$ cat config.mk
export PLATFORM = sky130hd
export DESIGN_NAME = vga_fb_arbiter
export DESIGN_NICKNAME = d
export VERILOG_FILES = /design/src/rtl/vga_fb_arbiter.sv
export SDC_FILE = /design/constraint.sdc
export NUM_CORES = 1
export LEC_CHECK = 0
export ABC_CLOCK_PERIOD_IN_PS = 4100
export BUFFER_PORTS_ARGS = -buffer_cell sky130_fd_sc_hd__buf_2
export CAP_MARGIN = 0
export CORE_ASPECT_RATIO = 0.5
export CORE_UTILIZATION = 44
export CTS_CLUSTER_SIZE = 40
export DETAILED_ROUTE_END_ITERATION = 10
export PLACE_DENSITY = 0.87
export SLEW_MARGIN = 10
export SYNTH_ARGS = -nofsm -noshare
export SYNTH_HDL_FRONTEND = slang
export SYNTH_SLANG_ARGS = --single-unit
$ cat constraint.sdc
create_clock -name CLOCK_50 -period 4.1 [get_ports CLOCK_50]
set_clock_uncertainty 0.2 [all_clocks]
set_input_delay 0.82 -clock CLOCK_50 [delete_from_list [all_inputs] [get_ports CLOCK_50]]
set_output_delay 0.82 -clock CLOCK_50 [all_outputs]
set_load 0.005 [all_outputs]
$ cat src/rtl/vga_fb_arbiter.sv
`default_nettype none
// ============================================================================
// Module      : vga_fb_arbiter
// Description : Shares one single-port framebuffer RAM between the VGA line
//               prefetcher and a CPU requester. A line request copies
//               LINE_WORDS words of the requested line into the display line
//               buffer, and display fetches always have priority. CPU reads
//               and writes are served between fetches, two cycles each. A
//               sticky flag records a line request that arrives while the
//               previous fetch is still issuing words.
// Revision    : 1.0 - initial release
// ----------------------------------------------------------------------------
// Ports
//   CLOCK_50      in   system clock, rising edge
//   RESET_N       in   synchronous active-low reset
//   line_req      in   one-cycle pulse: fetch line line_num
//   line_num      in   line to fetch, sampled with line_req
//   lb_we         out  line-buffer write strobe
//   lb_addr       out  line-buffer word index
//   lb_data       out  line-buffer write data
//   cpu_req       in   CPU request, held until cpu_ack
//   cpu_we        in   1 = write, 0 = read
//   cpu_addr      in   CPU word address
//   cpu_wdata     in   CPU write data
//   cpu_ack       out  one-cycle completion pulse
//   cpu_rdata     out  read data, valid with cpu_ack
//   mem_addr      out  RAM address
//   mem_we        out  RAM write enable
//   mem_wdata     out  RAM write data
//   mem_rdata     in   RAM read data, one cycle after its address
//   fetch_busy    out  high while a line fetch is issuing or draining
//   underrun      out  sticky fetch overrun flag
//   underrun_clr  in   clears underrun (a simultaneous new overrun wins)
// ============================================================================
module vga_fb_arbiter #(
   parameter int ADDR_W     = 16,
   parameter int DATA_W     = 16,
   parameter int LINE_WORDS = 80,
   parameter int LB_AW      = 7,
   parameter int LINE_W     = 9
) (
   input  logic              CLOCK_50,
   input  logic              RESET_N,
   input  logic              line_req,
   input  logic [LINE_W-1:0] line_num,
   output logic              lb_we,
   output logic [LB_AW-1:0]  lb_addr,
   output logic [DATA_W-1:0] lb_data,
   input  logic              cpu_req,
   input  logic              cpu_we,
   input  logic [ADDR_W-1:0] cpu_addr,
   input  logic [DATA_W-1:0] cpu_wdata,
   output logic              cpu_ack,
   output logic [DATA_W-1:0] cpu_rdata,
   output logic [ADDR_W-1:0] mem_addr,
   output logic              mem_we,
   output logic [DATA_W-1:0] mem_wdata,
   input  logic [DATA_W-1:0] mem_rdata,
   output logic              fetch_busy,
   output logic              underrun,
   input  logic              underrun_clr
);

   typedef enum logic [2:0] {
      IDLE      = 3'd0,
      FETCH     = 3'd1,
      DRAIN     = 3'd2,
      CPU_ISSUE = 3'd3,
      CPU_ACK   = 3'd4
   } state_t;

   localparam logic [LB_AW-1:0]  c_LAST_IDX   = LB_AW'(LINE_WORDS - 1);
   localparam logic [ADDR_W-1:0] c_LINE_WORDS = ADDR_W'(LINE_WORDS);

   state_t              r_state, w_state_nxt;
   logic [LB_AW-1:0]    r_idx, w_idx_nxt;
   logic [LINE_W-1:0]   r_line;
   logic                r_pending;
   logic                r_lb_pend;
   logic [LB_AW-1:0]    r_lb_idx;
   logic                r_underrun;
   logic                w_enter_fetch;
   logic                w_abort;
   logic [ADDR_W-1:0]   w_fetch_addr;

   // Arithmetic modulo 2^ADDR_W gives the required truncation directly.
   assign w_fetch_addr = ADDR_W'(r_line) * c_LINE_WORDS + ADDR_W'(r_idx);

   // A line request while words are still being issued kills that fetch.
   assign w_abort = (r_state == FETCH) && line_req;

   always_ff @(posedge CLOCK_50) begin
      if (!RESET_N) begin
         r_state <= IDLE;
         r_idx   <= '0;
      end else begin
         r_state <= w_state_nxt;
         r_idx   <= w_idx_nxt;
      end
   end

   always_comb begin
      w_state_nxt   = r_state;
      w_idx_nxt     = r_idx;
      w_enter_fetch = 1'b0;
      mem_addr      = '0;
      mem_we        = 1'b0;
      mem_wdata     = '0;
      cpu_ack       = 1'b0;
      cpu_rdata     = '0;
      case (r_state)
         IDLE, DRAIN, CPU_ACK: begin
            if (r_state == CPU_ACK) begin
               cpu_ack   = 1'b1;
               cpu_rdata = cpu_we ? '0 : mem_rdata;
            end
            if (line_req || r_pending) begin
               w_state_nxt   = FETCH;
               w_idx_nxt     = '0;
               w_enter_fetch = 1'b1;
            end else if (cpu_req) begin
               w_state_nxt = CPU_ISSUE;
            end else begin
               w_state_nxt = IDLE;
            end
         end
         FETCH: begin
            mem_addr = w_fetch_addr;
            if (line_req) begin
               // Restart on the newly latched line next cycle.
               w_idx_nxt     = '0;
               w_enter_fetch = 1'b1;
            end else if (r_idx == c_LAST_IDX) begin
               w_state_nxt = DRAIN;
            end else begin
               w_idx_nxt = r_idx + 1'b1;
            end
         end
         CPU_ISSUE: begin
            mem_addr    = cpu_addr;
            mem_we      = cpu_we;
            mem_wdata   = cpu_wdata;
            w_state_nxt = CPU_ACK;
         end
         default: w_state_nxt = IDLE;
      endcase
   end

   always_ff @(posedge CLOCK_50) begin
      if (!RESET_N) begin
         r_line     <= '0;
         r_pending  <= 1'b0;
         r_lb_pend  <= 1'b0;
         r_lb_idx   <= '0;
         r_underrun <= 1'b0;
      end else begin
         if (line_req) begin
            r_line <= line_num;
         end
         // Only CPU_ISSUE cannot dispatch immediately, so only it defers.
         if (w_enter_fetch) begin
            r_pending <= 1'b0;
         end else if ((r_state == CPU_ISSUE) && line_req) begin
            r_pending <= 1'b1;
         end
         // The word issued in this cycle lands in the line buffer next cycle,
         // unless this fetch is being aborted.
         r_lb_pend <= (r_state == FETCH) && !w_abort;
         r_lb_idx  <= r_idx;
         if (w_abort) begin
            r_underrun <= 1'b1;
         end else if (underrun_clr) begin
            r_underrun <= 1'b0;
         end
      end
   end

   assign lb_we      = r_lb_pend;
   assign lb_addr    = r_lb_pend ? r_lb_idx : '0;
   assign lb_data    = r_lb_pend ? mem_rdata : '0;
   assign fetch_busy = (r_state == FETCH) || (r_state == DRAIN);
   assign underrun   = r_underrun;

endmodule
`default_nettype wire

==> out/qor.json, run 1 <==
{
  "place.detailed.instances": {"value": 483},
  "max_freq": {"value": 253, "unit": "MHz"},
  "max_transition_margin": {"value": 0.336},
  "gp_routability_congestion": {"value": 0.804},
  "syn_nets": {"value": 373},
  "worst_ep_required_time": {"value": 3.08, "unit": "ns"},
  "nFillCells": {"value": 462},
  "synth-edff-count": {"value": 0},
  "timing.hold.worst.start": {"value": "r_idx[1]"},
  "cts_setup_buffers": {"value": 0},
  "timing.final.hold_violations": {"value": 0},
  "cts_hold_buffers": {"value": 0},
  "die_area": {"value": 0.00563, "unit": "mm^2"},
  "ctsLongestPathBuffers": {"value": 2},
  "report.final.slew_viol_count": {"value": 0},
  "drc_errors": {"value": 0},
  "antenna_cells": {"value": 0},
  "synth_top_cell_by_area": {"value": "sky130_fd_sc_hd__dfxtp_1"},
  "core": {"value": 0.00502, "unit": "mm^2"},
  "worst_slew_pin_slew": {"value": 0.996, "unit": "ns"},
  "grt_first_pass_wirelength": {"value": 9.40, "unit": "mm"},
  "top_cells_by_instance_count_after_synthesis": {"value": "sky130_fd_sc_hd__and2_1, sky130_fd_sc_hd__dfxtp_1, sky130_fd_sc_hd__ha_1, sky130_fd_sc_hd__nand2_1, sky130_fd_sc_hd__nor2_1"},
  "num-nets-final": {"value": 503},
  "synth.top_cell.area_share": {"value": 0.248},
  "final-setup-viol-count": {"value": 0},
  "cts_buffers": {"value": 5},
  "die_w": {"value": 105, "unit": "um"},
  "leakage": {"value": 1.74, "unit": "nW"},
  "drt_first_iter_violations": {"value": 106},
  "postRouteAntennaNets": {"value": 0},
  "insertion_delay": {"value": 0.29, "unit": "ns"},
  "route.final.wire_length": {"value": 6.27, "unit": "mm"},
  "row_count": {"value": 18},
  "critPathArrivalTime": {"value": 2.93, "unit": "ns"},
  "dpl_cell_area": {"value": 0.00306, "unit": "mm^2"},
  "cts.repair.resized": {"value": 0},
  "layout_min_cycle_time": {"value": 3.95, "unit": "ns"},
  "cts_max_level": {"value": 2},
  "tritoncts_num_sinks": {"value": 29},
  "design_power_total": {"value": 738, "unit": "uW"},
  "detailroute.via_count": {"value": 2465},
  "cts_root_buf": {"value": "sky130_fd_sc_hd__clkbuf_8"},
  "syn_avg_cell_area": {"value": 8.06, "unit": "um^2"},
  "dieHeight": {"value": 53.6, "unit": "um"},
  "category_of_the_worst_setup_path_launch_point": {"value": "flip-flop"},
  "area_delta_synth_final": {"value": 36.8, "unit": "%"},
  "outcome": {"value": "finished clean"},
  "detailedPlace.worstSlack": {"value": 0.429, "unit": "ns"},
  "critPathCaptureType": {"value": "primary output"},
  "post_synth_inst_count": {"value": 290},
  "post-route-worst-setup-slack": {"value": 0.145, "unit": "ns"},
  "power.ir.vdd_worst": {"value": 120, "unit": "uV"},
  "netlist_area": {"value": 0.00234, "unit": "mm^2"},
  "grt_pass1_vias": {"value": 2113},
  "holdCritPathClass": {"value": "reg -> reg"},
  "number_of_antenna_violations_at_the_first_check_in_global_routing": {"value": 0},
  "wire_per_inst": {"value": 12.8, "unit": "um"},
  "postLayoutCellArea": {"value": 0.00320, "unit": "mm^2"},
  "yosys.cell_count.top_type": {"value": "sky130_fd_sc_hd__and2_1"},
  "number_of_violations_of_the_max_capacitance_limit": {"value": 0},
  "initial_core_util": {"value": 0.466},
  "globalRouteOverflowTotal": {"value": 0},
  "power_density": {"value": 231, "unit": "mW/mm^2"},
  "flip_flop_and_latch_count_after_synthesis": {"value": 29},
  "avgViaCountPerCell": {"value": 5.02},
  "final.hold.worst_slack": {"value": 0.318, "unit": "ns"},
  "globalRouteTotalUtil": {"value": 0.212},
  "setup.worst_path.start": {"value": "r_line[1]"},
  "synth-async-reset-ratio": {"value": 0},
  "share_of_final_layout_standard_cells_stronger_than_drive_strength_1": {"value": 0.378},
  "worst-path-max-fanout": {"value": 5},
  "yosys.cell_types.count": {"value": 53},
  "design.portCount": {"value": 139},
  "drt_first_pass_iters": {"value": 5},
  "cts_tree": {"value": "done"},
  "buffer_ports.inserted": {"value": 138},
  "grt_max_degree": {"value": 35},
  "clk_pin_slew_worst_paths": {"value": 0.06, "unit": "ns"},
  "synth_warnings": {"value": 0},
  "synth-seq-area-share": {"value": 0.248},
  "final_min_period_over_clock_period": {"value": 0.965},
  "critical_path.reg2reg.startpoint": {"value": "r_idx[0]"},
  "synth_area_leaders": {"value": "sky130_fd_sc_hd__dfxtp_1, sky130_fd_sc_hd__and2_1, sky130_fd_sc_hd__ha_1"},
  "layout.cells.non_filler": {"value": 491},
  "dp_hpwl": {"value": 4.87, "unit": "mm"},
  "kind_of_critical_path": {"value": "reg -> out"},
  "ys.flop_type": {"value": "sky130_fd_sc_hd__dfxtp_1"}
}
[power breakdown]
| part | total, mW | switching, mW | internal [mW] |
|---|---|---|---|
| Clock | 0.263 | 0.111 | 0.151 |
| Combinational | 0.171 | 0.0872 | 0.0842 |
| Sequential | 0.304 | 0.0127 | 0.291 |
| Total | 0.738 | 0.211 | 0.527 |
[layout by cell type (no fill, tap or decap), drive strengths merged, types with 8 or more instances in the layout]
cell type    n
xnor2        8
o21ai       14
nor2b       12
nand2       17
buf        139
dfxtp       29
xor2         8
mux2i        9
nor2        14
and2        64
ha          18
a21oi        9
[critical path, stage by stage (launching register included)]
cell,delay [ns]
sky130_fd_sc_hd__dfxtp_2,0.34
sky130_fd_sc_hd__ha_1,0.28
sky130_fd_sc_hd__ha_1,0.16
sky130_fd_sc_hd__inv_1,0.05
sky130_fd_sc_hd__fa_1,0.39
sky130_fd_sc_hd__and2b_1,0.23
sky130_fd_sc_hd__o21a_1,0.16
sky130_fd_sc_hd__or3_4,0.16
sky130_fd_sc_hd__nand4_4,0.11
sky130_fd_sc_hd__or4b_1,0.54
sky130_fd_sc_hd__nand3_1,0.10
sky130_fd_sc_hd__buf_2,0.12
[flip-flops by register name, summed over array words and instances, names as in the netlist]
signal     flops
lb_we          1
r_pending      1
r_idx          7
underrun       1
r_lb_idx       7
r_state        3
r_line         9
[cells by family (layout without fill, tap and decap cells)]
logic type,after synthesis,in the layout,synth area share
simple gates,140,140,0.346
compound gates,53,53,0.154
flops,29,29,0.248
buf+inv,23,154,0.0396
fa+ha+maj,20,20,0.113
xor+xnor,16,16,0.0599
mux,9,9,0.0385
[stage by stage]
stage,util,setup TNS [ns]
after global routing,0.637,-0.000323
after CTS,0.630,0
after global placement,0.610,0
after detailed placement,0.610,0
after floorplan,-,0
final,0.637,0
[layer usage]
| metal | routed length [um] | GRT usage | vias to the layer above | part of all wire |
|---|---|---|---|---|
| met4 | 51 | 0.0587 | 0 | 0.0081 |
| met2 | 3080 | 0.398 | 80 | 0.49 |
| met5 | 0 | 0 | - | 0 |
| met3 | 347 | 0.0508 | 5 | 0.055 |
| li1 | - | - | 1268 | - |
| met1 | 2790 | 0.251 | 1112 | 0.44 |
[final cells by class]
| cell class | instances | area, um^2 | share of cell area |
|---|---|---|---|
| Multi-Input combinational cell | 238 | 1700 | 0.532 |
| Timing Repair Buffer | 139 | 698 | 0.218 |
| Sequential cell | 29 | 582 | 0.182 |
| Clock buffer | 7 | 96.3 | 0.0301 |
| Tap cell | 70 | 87.6 | 0.0274 |
| Inverter | 7 | 26.3 | 0.00822 |
| Clock inverter | 1 | 5.00 | 0.00156 |
[final timing paths]
path | to | slack (ns) | depth (start not counted)
max | mem_addr[14] | 0.15 | 11
min reg2reg | r_lb_idx[1] | 0.32 | 2
min | r_lb_idx[1] | 0.32 | 2
max reg2reg | r_idx[6] | 1.79 | 7
(Power assumes the default switching activity.)
==> inputs of run 2 (changes only) <==
--- a/config.mk
+++ b/config.mk
@@ -12,7 +12,7 @@
 export CORE_UTILIZATION = 44
 export CTS_CLUSTER_SIZE = 40
 export DETAILED_ROUTE_END_ITERATION = 10
-export PLACE_DENSITY = 0.87
+export PLACE_DENSITY = 0.82
 export SLEW_MARGIN = 10
 export SYNTH_ARGS = -nofsm -noshare
 export SYNTH_HDL_FRONTEND = slang
==> run 2 against run 1 <==
Net effect:
- non-clock buffer count increased by 3
- die area unchanged
- via count down 0.65%
- register-to-register slack better by 0.04 ns
- worst hold slack worse by 0.0070 ns
- power increased by 12%
- worst setup slack better by 0.0060 ns
- maximum frequency grew 0.15%
- wire length decreased by 3.3%
- sequential cell count stayed put
- first-iteration DRC count fell by 5.7%
- clock power rose by 33%
- critical path type unchanged
- largest cell class unchanged
- largest power group is now clock
==> out/qor.json, run 2 (synthesis gave the netlist of run 1 again) <==
{
  "cts_buffers": {"value": 5},
  "clk_pin_slew_worst_paths": {"value": 0.06, "unit": "ns"},
  "mostFrequentLayoutCell": {"value": "sky130_fd_sc_hd__buf_2"},
  "power.clock.fraction": {"value": 0.425},
  "share_of_final_layout_standard_cells_stronger_than_drive_strength_1": {"value": 0.382},
  "nFillCells": {"value": 474},
  "leakage": {"value": 1.77, "unit": "nW"},
  "area_delta_synth_final": {"value": 39.1, "unit": "%"},
  "report.final.slew_viol_count": {"value": 0},
  "power_density": {"value": 253, "unit": "mW/mm^2"},
  "initial_core_util": {"value": 0.466},
  "worst_ep_required_time": {"value": 3.08, "unit": "ns"},
  "die_w": {"value": 105, "unit": "um"},
  "layout_min_cycle_time": {"value": 3.95, "unit": "ns"},
  "power_share_of_the_sequential_group": {"value": 0.369},
  "grt_first_pass_wirelength": {"value": 9.53, "unit": "mm"},
  "final_min_period_over_clock_period": {"value": 0.963},
  "power_share_of_the_combinational_group": {"value": 0.206},
  "setup_tns": {"value": 0, "unit": "ns"},
  "worst-path-max-fanout": {"value": 4},
  "ff2ff_path_depth": {"value": 7},
  "worst_slew_pin_slew": {"value": 0.991, "unit": "ns"},
  "r2r_setup_slack": {"value": 1.83, "unit": "ns"},
  "route.final.wire_length": {"value": 6.06, "unit": "mm"},
  "ctsLongestPathBuffers": {"value": 2},
  "final-setup-viol-count": {"value": 0},
  "detailroute.via_count": {"value": 2449},
  "dp_hpwl": {"value": 4.75, "unit": "mm"},
  "insertion_delay": {"value": 0.28, "unit": "ns"},
  "cts_tree": {"value": "done"},
  "globalRouteTotalUtil": {"value": 0.215},
  "grt_max_degree": {"value": 35},
  "die_area": {"value": 0.00563, "unit": "mm^2"},
  "wire_per_inst": {"value": 12.2, "unit": "um"},
  "total_switching_power": {"value": 208, "unit": "uW"},
  "globalRouteOverflowTotal": {"value": 0},
  "kind_of_critical_path": {"value": "reg -> out"},
  "final_cell_mix": {"value": "sky130_fd_sc_hd__buf_2, sky130_fd_sc_hd__and2_1, sky130_fd_sc_hd__dfxtp_1"},
  "buffer_ports.inserted": {"value": 138},
  "gp_routability_congestion": {"value": 0.875},
  "postRouteAntennaNets": {"value": 0},
  "tritoncts_num_sinks": {"value": 29},
  "p_int": {"value": 617, "unit": "uW"},
  "outcome": {"value": "finished clean"},
  "core": {"value": 0.00502, "unit": "mm^2"},
  "drt_first_pass_iters": {"value": 4},
  "cts_hold_buffers": {"value": 0},
  "biggestRegsByFlops": {"value": "r_line x9, r_idx x7, r_lb_idx x7"},
  "max_freq": {"value": 253, "unit": "MHz"},
  "cts_root_buf": {"value": "sky130_fd_sc_hd__clkbuf_8"},
  "category_of_the_worst_setup_path_launch_point": {"value": "flip-flop"},
  "critical_path.reg2reg.startpoint": {"value": "r_idx[0]"},
  "top_register": {"value": "r_line"},
  "place.detailed.instances": {"value": 484},
  "timing.hold.worst.start": {"value": "r_idx[1]"},
  "num-nets-final": {"value": 506},
  "cts_max_level": {"value": 2},
  "max_transition_margin": {"value": 0.340},
  "critPathCaptureType": {"value": "primary output"},
  "design.portCount": {"value": 139},
  "holdCritPathClass": {"value": "reg -> reg"},
  "critPathArrivalTime": {"value": 2.93, "unit": "ns"},
  "switching_share": {"value": 0.252},
  "grt_pass1_vias": {"value": 2140},
  "dieHeight": {"value": 53.6, "unit": "um"},
  "timing.hold.worst_path_depth": {"value": 2},
  "drc_errors": {"value": 0},
  "row_count": {"value": 18},
  "r2r-end": {"value": "r_idx[6]"},
  "layout.cells.non_filler": {"value": 495},
  "number_of_flip_flops_in_the_largest_register": {"value": 9},
  "drt_first_iter_violations": {"value": 100},
  "number_of_violations_of_the_max_capacitance_limit": {"value": 0},
  "hold_path_end": {"value": "r_lb_idx[1]"},
  "timing.final.hold_violations": {"value": 0},
  "power.ir.vdd_worst": {"value": 167, "unit": "uV"},
  "avgViaCountPerCell": {"value": 4.95},
  "number_of_antenna_violations_at_the_first_check_in_global_routing": {"value": 1}
}
-- run 2: cell count changes in the layout (fill, tap and decap cells not counted), sizes merged --
cell / before / now
diode: 0 / 1
clkbuf: 7 / 5
buf: 139 / 142
bufinv: 0 / 2
-- run 2: what timing repair did --
action / in CTS / in global routing
buffers inserted: 0 / 2
setup endpoints to repair: 0 / 2
gates resized for setup: 0 / 8
-- run 2: per-stage QoR --
| step | instance area [um^2] | setup WS [ns] | hold WS, ns | total power, mW | utilization |
|---|---|---|---|---|---|
| floorplan | 2340 | 0.697 | 0.250 | 0.409 | - |
| global placement | 3070 | 0.447 | 0.295 | 0.471 | 0.610 |
| detailed placement | 3070 | 0.425 | 0.304 | 0.475 | 0.610 |
| CTS | 3200 | 0.0664 | 0.313 | 0.823 | 0.637 |
| global route | 3250 | -0.0154 | 0.354 | 0.868 | 0.648 |
| finish | 3250 | 0.151 | 0.310 | 0.824 | 0.648 |
-- run 2: power by group through the flow --
stage	sequential (mW)	clock [mW]	combinational, mW
floorplan	0.303	0	0.106
global placement	0.310	0	0.162
detailed placement	0.310	0	0.164
CTS	0.304	0.353	0.165
global route	0.306	0.371	0.191
finish	0.304	0.350	0.170
-- run 2: worst max-delay path: stages (launching register included) --
cell	delay (ns)
sky130_fd_sc_hd__dfxtp_2	0.35
sky130_fd_sc_hd__ha_1	0.31
sky130_fd_sc_hd__ha_1	0.22
sky130_fd_sc_hd__inv_1	0.07
sky130_fd_sc_hd__fa_1	0.49
sky130_fd_sc_hd__nor4b_2	0.31
sky130_fd_sc_hd__nand2_1	0.16
sky130_fd_sc_hd__or4_1	0.54
sky130_fd_sc_hd__nand3_1	0.10
sky130_fd_sc_hd__buf_2	0.11
-- run 2: cell type report --
| cell class | instances | area [um^2] | area share |
|---|---|---|---|
| Clock inverter | 3 | 65.1 | 0.0200 |
| Tap cell | 70 | 87.6 | 0.0269 |
| Inverter | 7 | 26.3 | 0.00808 |
| Timing Repair Buffer | 142 | 721 | 0.222 |
| Clock buffer | 5 | 68.8 | 0.0212 |
| Sequential cell | 29 | 582 | 0.179 |
| Antenna cell | 1 | 2.50 | 0.000769 |
| Multi-Input combinational cell | 238 | 1700 | 0.523 |
-- run 2: how the worst max path moves through the flow --
| stage | start | to | slack [ns] | cells after the start |
|---|---|---|---|---|
| 4_1_cts | r_line[1] | mem_addr[13] | 0.07 | 9 |
| 3_3_place_gp | r_line[1] | mem_addr[13] | 0.45 | 9 |
| 3_5_place_dp | r_line[1] | mem_addr[13] | 0.43 | 9 |
| 2_1_floorplan | r_line[1] | mem_addr[13] | 0.70 | 8 |
| 5_1_grt | r_line[1] | mem_addr[13] | -0.02 | 10 |
| 6_report | r_line[1] | mem_addr[13] | 0.15 | 9 |
-- run 2: layer usage --
layer	share of wire	wire, um	up-vias	global-route usage
li1	-	-	1269	-
met1	0.45	2730	1101	0.253
met2	0.48	2910	70	0.404
met3	0.051	309	9	0.0533
met4	0.017	102	0	0.0610
met5	0	0	-	0
